--- src/rtl/csr_file.sv ---
// ---------------------------------------------------------------------------
// csr_file -- machine-mode CSR register file for the single-cycle core.
//
// Responds to the decoder's csr_rd/csr_wr strobes for Zicsr read-modify-write
// instructions, runs the free-running 64-bit mcycle counter, takes the machine
// timer interrupt and executes mret. Reads and redirects are combinational;
// every state change lands on the posedge that ends the current cycle.
//
// Ports:
//   clk        core clock
//   rst_n      synchronous active-low reset
//   csr_rd     current instruction reads a CSR
//   csr_wr     current instruction may write a CSR
//   inst       current instruction ([31:20] csr addr, [19:15] rs1/zimm,
//              [14:12] func3)
//   rs1_data   register-file rs1 value
//   pc         PC of the instruction executing this cycle
//   timer_irq  level machine timer interrupt request
//   is_mret    current instruction is mret
//   csr_rdata  pre-update value of the addressed CSR (0 when not reading)
//   epc_taken  redirect fetch this cycle
//   epc        redirect target
// ---------------------------------------------------------------------------
module csr_file #(
  parameter logic [31:0] MTVEC_RST = 32'h0000_0000,
  parameter int unsigned XLEN      = 32
) (
  input  logic            clk,
  input  logic            rst_n,
  input  logic            csr_rd,
  input  logic            csr_wr,
  input  logic [31:0]     inst,
  input  logic [XLEN-1:0] rs1_data,
  input  logic [XLEN-1:0] pc,
  input  logic            timer_irq,
  input  logic            is_mret,
  output logic [XLEN-1:0] csr_rdata,
  output logic            epc_taken,
  output logic [XLEN-1:0] epc
);

  // CSR addresses
  localparam logic [11:0] ADDR_MSTATUS  = 12'h300;
  localparam logic [11:0] ADDR_MIE      = 12'h304;
  localparam logic [11:0] ADDR_MTVEC    = 12'h305;
  localparam logic [11:0] ADDR_MSCRATCH = 12'h340;
  localparam logic [11:0] ADDR_MEPC     = 12'h341;
  localparam logic [11:0] ADDR_MCAUSE   = 12'h342;
  localparam logic [11:0] ADDR_MIP      = 12'h344;
  localparam logic [11:0] ADDR_MCYCLE   = 12'hB00;
  localparam logic [11:0] ADDR_MCYCLEH  = 12'hB80;

  // Bit positions inside the status/enable/pending words
  localparam int unsigned BIT_MIE  = 3;
  localparam int unsigned BIT_MPIE = 7;
  localparam int unsigned BIT_MTIE = 7;

  // Machine timer interrupt: cause code and vectored-mode offset (4 * 7)
  localparam logic [31:0] MCAUSE_MTI     = 32'h8000_0007;
  localparam logic [31:0] VEC_MTI_OFFSET = 32'd28;

  // Zicsr RMW operation encoded in func3[1:0]; 2'b00 means no write
  function automatic logic [XLEN-1:0] csr_rmw(
    input logic [1:0]      op,
    input logic [XLEN-1:0] old_val,
    input logic [XLEN-1:0] src
  );
    logic [XLEN-1:0] res;
    case (op)
      2'b01:   res = src;
      2'b10:   res = old_val | src;
      2'b11:   res = old_val & ~src;
      default: res = old_val;
    endcase
    return res;
  endfunction

  // mstatus is stored as two flops; this rebuilds the architectural word
  function automatic logic [XLEN-1:0] pack_mstatus(
    input logic mie_bit,
    input logic mpie_bit
  );
    logic [XLEN-1:0] word;
    word           = {XLEN{1'b0}};
    word[BIT_MIE]  = mie_bit;
    word[BIT_MPIE] = mpie_bit;
    return word;
  endfunction

  // Instruction fields
  logic [11:0] csr_addr_s;
  logic [4:0]  zimm_s;
  logic [2:0]  func3_s;

  assign csr_addr_s = inst[31:20];
  assign zimm_s     = inst[19:15];
  assign func3_s    = inst[14:12];

  // Architectural state
  logic            mstatus_mie_r;
  logic            mstatus_mpie_r;
  logic            mie_mtie_r;
  logic [XLEN-1:0] mtvec_r;
  logic [XLEN-1:0] mscratch_r;
  logic [XLEN-1:2] mepc_r;      // low two bits are hard-wired to zero
  logic [XLEN-1:0] mcause_r;
  logic [XLEN-1:0] mcycle_lo_r;
  logic [XLEN-1:0] mcycle_hi_r;

  // Combinational helpers
  logic            irq_s;
  logic            mret_s;
  logic [XLEN-1:0] old_s;
  logic [XLEN-1:0] src_s;
  logic [XLEN-1:0] wdata_s;
  logic            wr_op_s;
  logic            commit_s;
  logic            we_mstatus_s;
  logic            we_mie_s;
  logic            we_mtvec_s;
  logic            we_mscratch_s;
  logic            we_mepc_s;
  logic            we_mcause_s;
  logic            we_mcycle_s;
  logic            we_mcycleh_s;
  logic [XLEN-1:0] trap_base_s;
  logic [XLEN-1:0] trap_target_s;
  logic [XLEN-1:0] mcycle_lo_next_s;
  logic [XLEN-1:0] mcycle_hi_next_s;
  logic            mcycle_carry_s;

  // Bits of the inputs this block has no use for (opcode/rd, pc alignment)
  logic unused_bits_s;
  assign unused_bits_s = ^{inst[11:0], pc[1:0]};

  // Interrupt wins over mret; a trapping cycle also suppresses the CSR write
  assign irq_s  = timer_irq & mstatus_mie_r & mie_mtie_r;
  assign mret_s = is_mret & ~irq_s;

  // Read mux: value of the addressed CSR before this cycle's update
  always_comb begin
    old_s = {XLEN{1'b0}};
    case (csr_addr_s)
      ADDR_MSTATUS:  old_s = pack_mstatus(mstatus_mie_r, mstatus_mpie_r);
      ADDR_MIE:      old_s = {{(XLEN-1-BIT_MTIE){1'b0}}, mie_mtie_r, {BIT_MTIE{1'b0}}};
      ADDR_MTVEC:    old_s = mtvec_r;
      ADDR_MSCRATCH: old_s = mscratch_r;
      ADDR_MEPC:     old_s = {mepc_r, 2'b00};
      ADDR_MCAUSE:   old_s = mcause_r;
      ADDR_MIP:      old_s = {{(XLEN-1-BIT_MTIE){1'b0}}, timer_irq, {BIT_MTIE{1'b0}}};
      ADDR_MCYCLE:   old_s = mcycle_lo_r;
      ADDR_MCYCLEH:  old_s = mcycle_hi_r;
      default:       old_s = {XLEN{1'b0}};
    endcase
  end

  assign csr_rdata = csr_rd ? old_s : {XLEN{1'b0}};

  // Write decode: operand select, RMW result and whether a write happens.
  // RS/RC with a zero rs1/zimm field are pure reads.
  always_comb begin
    src_s   = func3_s[2] ? {{(XLEN-5){1'b0}}, zimm_s} : rs1_data;
    wdata_s = csr_rmw(func3_s[1:0], old_s, src_s);
    wr_op_s = 1'b0;
    case (func3_s[1:0])
      2'b01:   wr_op_s = 1'b1;
      2'b10:   wr_op_s = (zimm_s != 5'd0);
      2'b11:   wr_op_s = (zimm_s != 5'd0);
      default: wr_op_s = 1'b0;
    endcase
  end

  assign commit_s      = csr_wr & wr_op_s & ~irq_s & ~mret_s;
  assign we_mstatus_s  = commit_s & (csr_addr_s == ADDR_MSTATUS);
  assign we_mie_s      = commit_s & (csr_addr_s == ADDR_MIE);
  assign we_mtvec_s    = commit_s & (csr_addr_s == ADDR_MTVEC);
  assign we_mscratch_s = commit_s & (csr_addr_s == ADDR_MSCRATCH);
  assign we_mepc_s     = commit_s & (csr_addr_s == ADDR_MEPC);
  assign we_mcause_s   = commit_s & (csr_addr_s == ADDR_MCAUSE);
  assign we_mcycle_s   = commit_s & (csr_addr_s == ADDR_MCYCLE);
  assign we_mcycleh_s  = commit_s & (csr_addr_s == ADDR_MCYCLEH);

  // Trap vector: mode 01 is vectored, every other mode value is direct
  always_comb begin
    trap_base_s = {mtvec_r[XLEN-1:2], 2'b00};
    if (mtvec_r[1:0] == 2'b01) begin
      trap_target_s = trap_base_s + VEC_MTI_OFFSET;
    end else begin
      trap_target_s = trap_base_s;
    end
  end

  // Fetch redirect for interrupt entry or mret
  always_comb begin
    epc_taken = 1'b0;
    epc       = {XLEN{1'b0}};
    if (irq_s) begin
      epc_taken = 1'b1;
      epc       = trap_target_s;
    end else if (mret_s) begin
      epc_taken = 1'b1;
      epc       = {mepc_r, 2'b00};
    end else begin
      epc_taken = 1'b0;
      epc       = {XLEN{1'b0}};
    end
  end

  // mcycle next value: a written half takes the write data, the other half
  // keeps counting (the high half still sees the carry out of the old low half)
  always_comb begin
    mcycle_carry_s = &mcycle_lo_r;
    if (we_mcycle_s) begin
      mcycle_lo_next_s = wdata_s;
    end else begin
      mcycle_lo_next_s = mcycle_lo_r + 32'd1;
    end
    if (we_mcycleh_s) begin
      mcycle_hi_next_s = wdata_s;
    end else begin
      mcycle_hi_next_s = mcycle_hi_r + {31'd0, mcycle_carry_s};
    end
  end

  // Trap-related state: mstatus, mepc, mcause (reset > irq > mret > write)
  always_ff @(posedge clk) begin
    if (!rst_n) begin
      mstatus_mie_r  <= 1'b0;
      mstatus_mpie_r <= 1'b0;
      mepc_r         <= {(XLEN-2){1'b0}};
      mcause_r       <= {XLEN{1'b0}};
    end else if (irq_s) begin
      mepc_r         <= pc[XLEN-1:2];
      mcause_r       <= MCAUSE_MTI;
      mstatus_mpie_r <= mstatus_mie_r;
      mstatus_mie_r  <= 1'b0;
    end else if (mret_s) begin
      mstatus_mie_r  <= mstatus_mpie_r;
      mstatus_mpie_r <= 1'b1;
    end else begin
      if (we_mstatus_s) begin
        mstatus_mie_r  <= wdata_s[BIT_MIE];
        mstatus_mpie_r <= wdata_s[BIT_MPIE];
      end
      if (we_mepc_s) begin
        mepc_r <= wdata_s[XLEN-1:2];
      end
      if (we_mcause_s) begin
        mcause_r <= wdata_s;
      end
    end
  end

  // Plain software-written registers: mie, mtvec, mscratch
  always_ff @(posedge clk) begin
    if (!rst_n) begin
      mie_mtie_r <= 1'b0;
      mtvec_r    <= MTVEC_RST;
      mscratch_r <= {XLEN{1'b0}};
    end else begin
      if (we_mie_s) begin
        mie_mtie_r <= wdata_s[BIT_MTIE];
      end
      if (we_mtvec_s) begin
        mtvec_r <= wdata_s;
      end
      if (we_mscratch_s) begin
        mscratch_r <= wdata_s;
      end
    end
  end

  // Free-running 64-bit cycle counter; keeps counting through trap cycles
  always_ff @(posedge clk) begin
    if (!rst_n) begin
      mcycle_lo_r <= {XLEN{1'b0}};
      mcycle_hi_r <= {XLEN{1'b0}};
    end else begin
      mcycle_lo_r <= mcycle_lo_next_s;
      mcycle_hi_r <= mcycle_hi_next_s;
    end
  end

endmodule

--- config.mk ---
export PLATFORM = sky130hd
export DESIGN_NAME = csr_file
export DESIGN_NICKNAME = d
export VERILOG_FILES = /design/src/rtl/csr_file.sv
export SDC_FILE = /design/constraint.sdc
export NUM_CORES = 1
export LEC_CHECK = 0
export ABC_AREA = 1
export CAP_MARGIN = 25
export CORE_AREA = 10 10 182 184
export CTS_BUF_LIST = sky130_fd_sc_hd__clkbuf_4 sky130_fd_sc_hd__clkbuf_8
export CTS_CLUSTER_DIAMETER = 100
export DETAILED_ROUTE_END_ITERATION = 16
export DIE_AREA = 0 0 192 194
export GPL_TIMING_DRIVEN = 0
export HOLD_SLACK_MARGIN = 0.15
export PLACE_DENSITY = 0.72
export SKIP_CTS_REPAIR_TIMING = 1
export SYNTH_ARGS = -nofsm -noshare
export SYNTH_HDL_FRONTEND = slang
export SYNTH_SLANG_ARGS = --single-unit
--- constraint.sdc ---
create_clock -name clk -period 2.7 [get_ports clk]
set_clock_uncertainty 0.1 [all_clocks]
set_input_delay 0.54 -clock clk [delete_from_list [all_inputs] [get_ports clk]]
set_output_delay 0.54 -clock clk [all_outputs]
set_load 0.05 [all_outputs]
* Word-level counts from Yosys, hierarchy flattened *
Cells that the tools add are included.

word-level totals
  register bits after elaboration = 193
  input bits = 102
  output and inout port bits = 65
  word-level logic and storage cells = 81

cells by class
  add/sub/neg operators = 3
  eq/ne operators = 14
  mux-type cells = 23
  bitwise gates (word level) = 20
  reductions and logical operators = 11

operators by type and width
  cell                                                                count
  32-bit 2-to-1 mux                                                   10
  32-bit case mux with 9 select lines                                 1
  32-bit case mux with 3 select lines                                 1
  30-bit 2-to-1 mux                                                   3
  12-bit by 10-bit == test with 1-bit output (second input constant)  7
  32-bit by 1-bit adder with 32-bit output                            1
  32-bit by 1-bit adder with 32-bit output (second input constant)    1
  32-bit by 5-bit adder with 32-bit output (second input constant)    1
  32-bit bitwise AND                                                  1
  32-bit inverter                                                     1
  32-bit bitwise OR                                                   1
  32-bit AND reduction                                                1
  12-bit == test (second input constant)                              2
  1-bit bitwise AND                                                   14
  1-bit 2-to-1 mux                                                    7
  2-bit AND reduction                                                 3
  2-bit nonzero test                                                  3
  5-bit nonzero test                                                  1
  2-bit by 1-bit == test with 1-bit output (second input constant)    2
  2-bit == test (second input constant)                               2
  2-bit OR reduction                                                  2
  1-bit inverter                                                      3
  3-bit nonzero test                                                  1
  2-bit != test (second input constant)                               1
  1-bit case mux with 2 select lines                                  1

* Depth between registers and ports, before layout *
Gate-level depths: netlist of run 1.

  depth after elaboration = 10
  depth in mapped cells = 22

* Worst setup path before layout of run 1 *
No wires, ideal clock.

  path type = reg-to-output
  from = reg mtvec_r[2]
  to = out epc[30]
  data arrival time = 2.555 ns
  required time = 2.060 ns
  path slack = -0.495 ns
  stages on the path, launching flop included = 12
  path buffers = 0
  cell sequence = dfxtp_1 inv_1 ha_1 nand2_1 nand2_1 nor2_1 nand2_1 nor2_1 nand3_1 o21ai_0 nand2_1 o21ai_0

on the way
  cells in the longest elaborated chain, start to end = 3

ends and longest elaborated chain
  what                                      RTL line  source
  start, declared                           103       logic [XLEN-1:0] mtvec_r;
  start signal, assigned                    265       mtvec_r <= wdata_s;
  32-bit by 5-bit adder with 32-bit output  187       trap_target_s = trap_base_s + VEC_MTI_OFFSET;
  32-bit 2-to-1 mux                         186       if (mtvec_r[1:0] == 2'b01) begin
  32-bit 2-to-1 mux                         197       if (irq_s) begin
  end, declared                             39        output logic [XLEN-1:0] epc

No other way between the ends.

* Final worst setup path of run 1 *
  from = reg mcycle_lo_r[5]
  to = reg mcycle_hi_r[25]

on the way
  cells in the longest elaborated chain, start to end = 3

ends and longest elaborated chain
  what                                      RTL line  source
  start, declared                           107       logic [XLEN-1:0] mcycle_lo_r;
  start signal, assigned                    276       mcycle_lo_r <= {XLEN{1'b0}};
  start signal, assigned                    279       mcycle_lo_r <= mcycle_lo_next_s;
  32-bit AND reduction                      212       mcycle_carry_s = &mcycle_lo_r;
  32-bit by 1-bit adder with 32-bit output  221       mcycle_hi_next_s = mcycle_hi_r + {31'd0, mcycle_carry_s};
  32-bit 2-to-1 mux                         218       if (we_mcycleh_s) begin
  end signal, assigned                      277       mcycle_hi_r <= {XLEN{1'b0}};
  end signal, assigned                      280       mcycle_hi_r <= mcycle_hi_next_s;
  end, declared                             108       logic [XLEN-1:0] mcycle_hi_r;

No other way between the ends.
A chain may end at the register's enable or synchronous reset.

==> flow_metrics.tcl, run 1 <==
set metrics [dict create \
    final.period_utilization_pct 123.4 \
    die_w_um 192 \
    violations "negative setup slack" \
    status "complete, but fails checks" \
    port_buffers 148 \
    root_buffer "clkbuf_8" \
    whs_ns 0.4421 \
    maxSlewViolCount 0 \
    r2r_slack_ns -0.63 \
    initial_core_util_pct 47.21 \
    worstPathArrival_ns 3.71 \
    hold_viol 0 \
    relSlewSlack_pct 23.88 \
    timing.fmax_ghz 0.3002 \
    layout-drive-gt1-share_pct 28.05 \
    synth-seq-area-share_pct 27.83 \
    start_kind "flip-flop" \
    cp_data_required_time_ns 3.08 \
    die_area_um2 37250 \
    chipHeight_um 194 \
    yosys_register_bits 193 \
    synthFlopType "dfxtp_1" \
    crit_path_max_incr_delay_ns 0.43 \
    powerDensity_nw_per_um2 288.7 \
    cpMaxStageDelayCell "dfxtp_2" \
    synthDistinctLibCells 47 \
    drt_iter0_drc 2479 \
    multi_input_area_um2 9625 \
    avgSynthCellArea_um2 5.912 \
    numCtsBuffers 17 \
    rsz0062_at_grt "true" \
    min_path_type "in2reg" \
    num_vias 18210 \
    dp_hpwl_um 51650 \
    critPathMostFrequentCell "nand4_1" \
    fin_ws_ns -0.6308 \
    min_period_ns 3.331 \
    clk_pin_slew_ns 0.12 \
    tightestPinTransition_ns 1.142 \
    antenna-diode-count 0 \
    routedWlPerCell_um 22.75 \
    worst_skew_pair.late_latency_ns 0.55 \
    antenna_left 0 \
    vdd_ir_drop_max_mv 0.3187 \
    critPathKind "reg2reg" \
    grt_max_degree 19 \
    p_leak_nw 9.592 \
    fin_area_um2 19840 \
    first_global_vias 15540 \
    finalSetupViolCount 86 \
    ys_async_sr_fraction_pct 0 \
    wl_um 69760 \
    netlist_instances 2348 \
    grt_usage_pct 33.16 \
    post_drt_via_cell_ratio 5.936 \
    place_congestion 1.056 \
    place_area_um2 16090 \
    fin_setup_tns_ns -20.17 \
    num-nets-final 2770 \
    ff_latch_area_um2 3926 \
    cts_max_level 4 \
    clk_path_buf_depth 2 \
    crit_path_max_fanout 6 \
    antenna_found_initial 1 \
    syn-cell-area_um2 13880 \
    synth_edf_count 0 \
    ioPinCount 167 \
    drc 0 \
    totalPowerFinal_mw 5.727 \
    yosysWarnings 0 \
    first_pass_iters 6 \
    core_area_um2 29400 \
    cts.sink_count 193 \
    grt_overflow_total 0 \
    fillers 2546 \
    row_count 63 \
    cap_violations 0 \
    tritoncts "done" \
    endpoint_kind "flip-flop" \
    area_delta_synth_final_pct 42.92 \
    worstPathCellList "inv_1 -> nor3_4 -> nand4_1 -> nor2_2 -> nand4_1 -> nor2_1 -> nand4_1 -> nor2_4 -> ha_4 -> nand3_2 -> inv_2 -> nand2_4 -> nor2_4 -> buf_4 -> nand2_1 -> or2_2 -> nand3_1 -> nand3_1 -> inv_1" \
    grt_pass1_wl_um 93780 \
]
==> layout make-up <==
| cell class | count | area share [%] |
|---|---|---|
| plain buffers | 113 | 3.955 |
| clock buffers | 18 | 1.249 |
| clock inverters | 14 | 0.8767 |
| inverters | 378 | 7.506 |
| multi-input cells | 1665 | 48.52 |
| flip-flops and latches | 193 | 19.79 |
| well taps | 390 | 2.460 |
| repair buffers | 296 | 15.64 |
==> synthesized netlist by cell type (2+ instances only) <==
cell type  number  area share [%]
a31oi_1        21            0.95
nor3_1         36             1.3
o21ai_1         8            0.29
o31ai_1         4            0.22
xor2_1         12            0.76
a32o_1          6            0.43
buf_1           4            0.11
nor2_8          3            0.43
dfxtp_1       193              28
nand2_1       481              13
nand2_4         3            0.24
nand2_2        31             1.4
nand3_1       245             8.8
buf_6          11            0.89
inv_2          18            0.49
ha_1            4            0.36
a21oi_1       148             5.3
o22ai_1         5            0.23
inv_1         357             9.7
nand4_1        47             2.1
and3_1          2           0.090
mux2_2          5            0.41
nor2_2         11            0.50
or2_2          14            0.63
nor2_4          9            0.73
nor4_1          4            0.18
clkbuf_1       54             1.5
nand3_2        15             1.1
xnor2_1        15            0.95
o21ai_0       230             8.3
buf_2          26            0.94
buf_4          16            0.87
nand3b_1        4            0.22
nor2_1        293             7.9
==> report_power, final <==
group	switching (mW)	total, mW	internal (mW)	leakage [nW]
Clock	1.31	2.19	0.881	0.203
Combinational	0.457	0.690	0.233	7.82
Sequential	0.00868	2.85	2.84	1.57
==> final timing paths <==
check | endpoint | cells after the start | from
min reg2reg | mcause_r[26]$_SDFFE_PP0P_ | 4 | mcause_r[26]$_SDFFE_PP0P_
min | mie_mtie_r$_SDFFE_PN0P_ | 6 | inst[23]
max | mcycle_hi_r[25]$_SDFF_PN0_ | 19 | mcycle_lo_r[5]$_SDFF_PN0_
max reg2reg | mcycle_hi_r[25]$_SDFF_PN0_ | 19 | mcycle_lo_r[5]$_SDFF_PN0_
==> critical path: cells and delay by family, from the launching register on <==
kind | cells | cell delay, ns
and+or+nand+nor | 14 | 2.08
adders and majority gates | 1 | 0.18
buffers and inverters | 4 | 0.47
DFF | 1 | 0.43
==> cells by family after synthesis <==
family | count (synthesis) | share of synthesized area, %
compound gates | 424 | 15.86
xor+xnor | 27 | 1.704
fa+ha+maj | 4 | 0.3606
buf+inv | 491 | 14.69
flops | 193 | 27.83
mux | 5 | 0.4056
other cells | 1 | 0.02702
simple gates | 1203 | 39.12
==> state kept, by name (all words and copies together) (netlist names) <==
name / flops
mepc_r: 30
mtvec_r: 32
mcycle_hi_r: 32
mstatus_mpie_r: 1
mscratch_r: 32
mcycle_lo_r: 32
mstatus_mie_r: 1
mcause_r: 32
mie_mtie_r: 1
==> per-layer routing <==
layer	GRT usage (%)	wire (µm)	vias up
met5	0	9	-
met4	13.96	4070	2
met3	7.572	9488	281
met2	48.40	29080	1414
met1	45.65	27110	8344
li1	-	-	8166
==> stage by stage <==
stage	cells	worst slack, ns	util (%)
final	3067	-0.6308	67.47
after global routing	3067	-0.7636	67.47
after CTS	2919	-1.713	56.15
after detailed placement	2887	-1.591	54.71
after global placement	2887	-1.605	54.71
after floorplan	2349	-0.1192	-
==> layout by cell type (no fill, tap or decap), types with 86 or more instances in the layout <==
master   netlist  layout
o21ai_0      230     192
nand3_1      245     208
nand2_1      481     393
inv_1        357     322
buf_4         16     103
dfxtp_1      193     167
nor2_1       293     237
nand2_2       31      86
a21oi_1      148     127
buf_6         11      98
(Power assumes the default switching activity.)
==> run 2, diff against run 1 <==
--- a/config.mk
+++ b/config.mk
@@ -7,14 +7,15 @@
 export LEC_CHECK = 0
 export ABC_AREA = 1
 export CAP_MARGIN = 25
-export CORE_AREA = 10 10 182 184
+export CORE_AREA = 2 2 174 176
 export CTS_BUF_LIST = sky130_fd_sc_hd__clkbuf_4 sky130_fd_sc_hd__clkbuf_8
 export CTS_CLUSTER_DIAMETER = 100
 export DETAILED_ROUTE_END_ITERATION = 16
-export DIE_AREA = 0 0 192 194
+export DIE_AREA = 0 0 176 178
 export GPL_TIMING_DRIVEN = 0
 export HOLD_SLACK_MARGIN = 0.15
 export PLACE_DENSITY = 0.72
+export RECOVER_POWER = 50
 export SKIP_CTS_REPAIR_TIMING = 1
 export SYNTH_ARGS = -nofsm -noshare
 export SYNTH_HDL_FRONTEND = slang
==> run 2 against run 1 <==
Compared with the run above: the flow still finishes with violations (negative setup slack); final cell count down 0.78%; largest power group unchanged; flip-flop and latch count stayed put; via count barely moved; global-route usage is 8.1 points higher; non-clock buffer count fell by 24; register-to-register slack better by 0.12 ns; largest cell class unchanged; sequential share of layout area up 0.60 points; worst hold slack better by 0.0069 ns; combinational power is essentially flat.
==> flow_metrics.tcl, run 2 (same netlist as run 1, synthesis figures left out) <==
set metrics [dict create \
    status "complete, but fails checks" \
    violations "negative setup slack" \
    worst_skew_pair.late_latency_ns 0.57 \
    core_area_um2 29400 \
    min_period_ns 3.208 \
    final.period_utilization_pct 118.8 \
    die_w_um 176 \
    chipHeight_um 178 \
    die_area_um2 31330 \
    vdd_ir_drop_max_mv 0.3135 \
    post_drt_via_cell_ratio 5.978 \
    pre_cts_ws_ns -1.742 \
    fin_setup_tns_ns -22.73 \
    first_pass_iters 6 \
    crit_family "simple AND/OR/NAND/NOR gates" \
    layout-drive-gt1-share_pct 25.78 \
    final_cell_mix "nand2_1 (415), inv_1 (337), nor2_1 (247)" \
    ioPinCount 167 \
    antenna_left 0 \
    worstPathArrival_ns 3.61 \
    p_sw_mw 1.792 \
    clk_pin_slew_ns 0.12 \
    crit_path_max_fanout 4 \
    routedWlPerCell_um 22.96 \
    relSlewSlack_pct 28.45 \
    powerDensity_nw_per_um2 296.9 \
    final_cells 3043 \
    first_global_vias 15380 \
    path_buf_inv 1 \
    fin_ws_ns -0.5082 \
    place_inst 2887 \
    finalSetupViolCount 142 \
    num-nets-final 2746 \
    p_sw_share_pct 31.30 \
    timing.fmax_ghz 0.3117 \
    min_path_type "in2reg" \
    totalPowerFinal_mw 5.725 \
    tightestPinTransition_ns 1.073 \
    cap_violations 0 \
    numCtsBuffers 17 \
    cts_max_level 4 \
    combPwrFrac_pct 12.1 \
    layout_commonest_cell "nand2_1" \
    grt_pass1_wl_um 94510 \
    row_count 63 \
    drt_iter0_drc 2620 \
    start_kind "flip-flop" \
    antenna_found_initial 1 \
    worstPathCellList "nand2_2 -> nor3_4 -> nand4_1 -> nor2_1 -> nand4_1 -> nor2_2 -> nand4_1 -> nor2_1 -> ha_2 -> ha_4 -> nand3_4 -> nor2_4 -> nand2_2 -> nor3_4 -> nand2_2 -> or2_0 -> nand3_1 -> nand3_1 -> inv_1" \
    grt_max_degree 19 \
    place_congestion 1.052 \
    cp_data_required_time_ns 3.10 \
    seqPwrFrac_pct 49.8 \
    maxSlewViolCount 0 \
    clock_power_share_pct 38.2 \
    critPathKind "reg2reg" \
    area_delta_synth_final_pct 38.95 \
    port_buffers 148 \
    dp_hpwl_um 52250 \
    cts.sink_count 193 \
    internal-power_mw 3.933 \
    antenna-diode-count 0 \
    drc 0 \
    root_buffer "clkbuf_8" \
    crit_path_max_incr_delay_ns 0.44 \
    initial_core_util_pct 47.21 \
    cpMaxStageDelayCell "dfxtp_2" \
    rsz0062_at_grt "true" \
    tritoncts "done" \
    grt_overflow_total 0 \
    clk_path_buf_depth 2 \
    p_leak_nw 9.373 \
    endpoint_kind "flip-flop" \
    grt_usage_pct 41.24 \
    hold_viol 0 \
    num_vias 18190 \
    wl_um 69880 \
]
==> run 2: power by group through the flow <==
stage / Combinational [mW] / Sequential [mW] / Clock (mW)
floorplan: 0.271 / 2.92 / 0
finish: 0.690 / 2.85 / 2.19
global route: 0.709 / 2.85 / 2.27
detailed placement: 0.591 / 2.93 / 0
CTS: 0.594 / 2.86 / 2.15
global placement: 0.590 / 2.93 / 0
==> run 2: worst min-delay path, delay by kind of cell <==
| kind | cells | cell delay [ns] |
|---|---|---|
| buf+inv | 3 | 0.28 |
| simple gates | 2 | 0.16 |
| compound gates | 1 | 0.09 |
==> run 2: per-layer routing <==
metal	vias up	part of all wire (%)	track usage, %
li1	8117	-	-
met1	8502	40	58.19
met2	1336	42	60.91
met3	235	13	7.822
met4	2	5.2	18.49
met5	-	0.019	0
==> run 2: through the flow <==
step | util, % | hold slack, ns | cell area [µm²]
6_report | 65.60 | 0.4490 | 19290
5_1_grt | 65.60 | 0.4805 | 19290
4_1_cts | 56.11 | 0.4612 | 16500
3_5_place_dp | 54.71 | 0.4440 | 16090
3_3_place_gp | 54.71 | 0.4304 | 16090
2_1_floorplan | - | 0.4025 | 14120
==> run 2: area by class of cell <==
| cell class | count | area [µm²] |
|---|---|---|
| buffer | 113 | 765.7 |
| timing repair buffer | 272 | 2741 |
| sequential | 193 | 3934 |
| inverter | 378 | 1471 |
| tap | 390 | 488.0 |
| clock inverter | 14 | 170.2 |
| fill | 2659 | 10110 |
| multi-input combinational | 1665 | 9475 |
| clock buffer | 18 | 241.5 |
==> run 2: final timing paths <==
path / start / endpoint / slack (ns) / cells past startpoint
worst max-delay path: mcycle_lo_r[3]$_SDFF_PN0_ / mcycle_hi_r[18]$_SDFF_PN0_ / -0.51 / 19
worst min-delay path: inst[21] / mie_mtie_r$_SDFFE_PN0P_ / 0.45 / 6
worst max register to register: mcycle_lo_r[3]$_SDFF_PN0_ / mcycle_hi_r[18]$_SDFF_PN0_ / -0.51 / 19
worst min register to register: mcause_r[11]$_SDFFE_PP0P_ / mcause_r[11]$_SDFFE_PP0P_ / 0.46 / 4
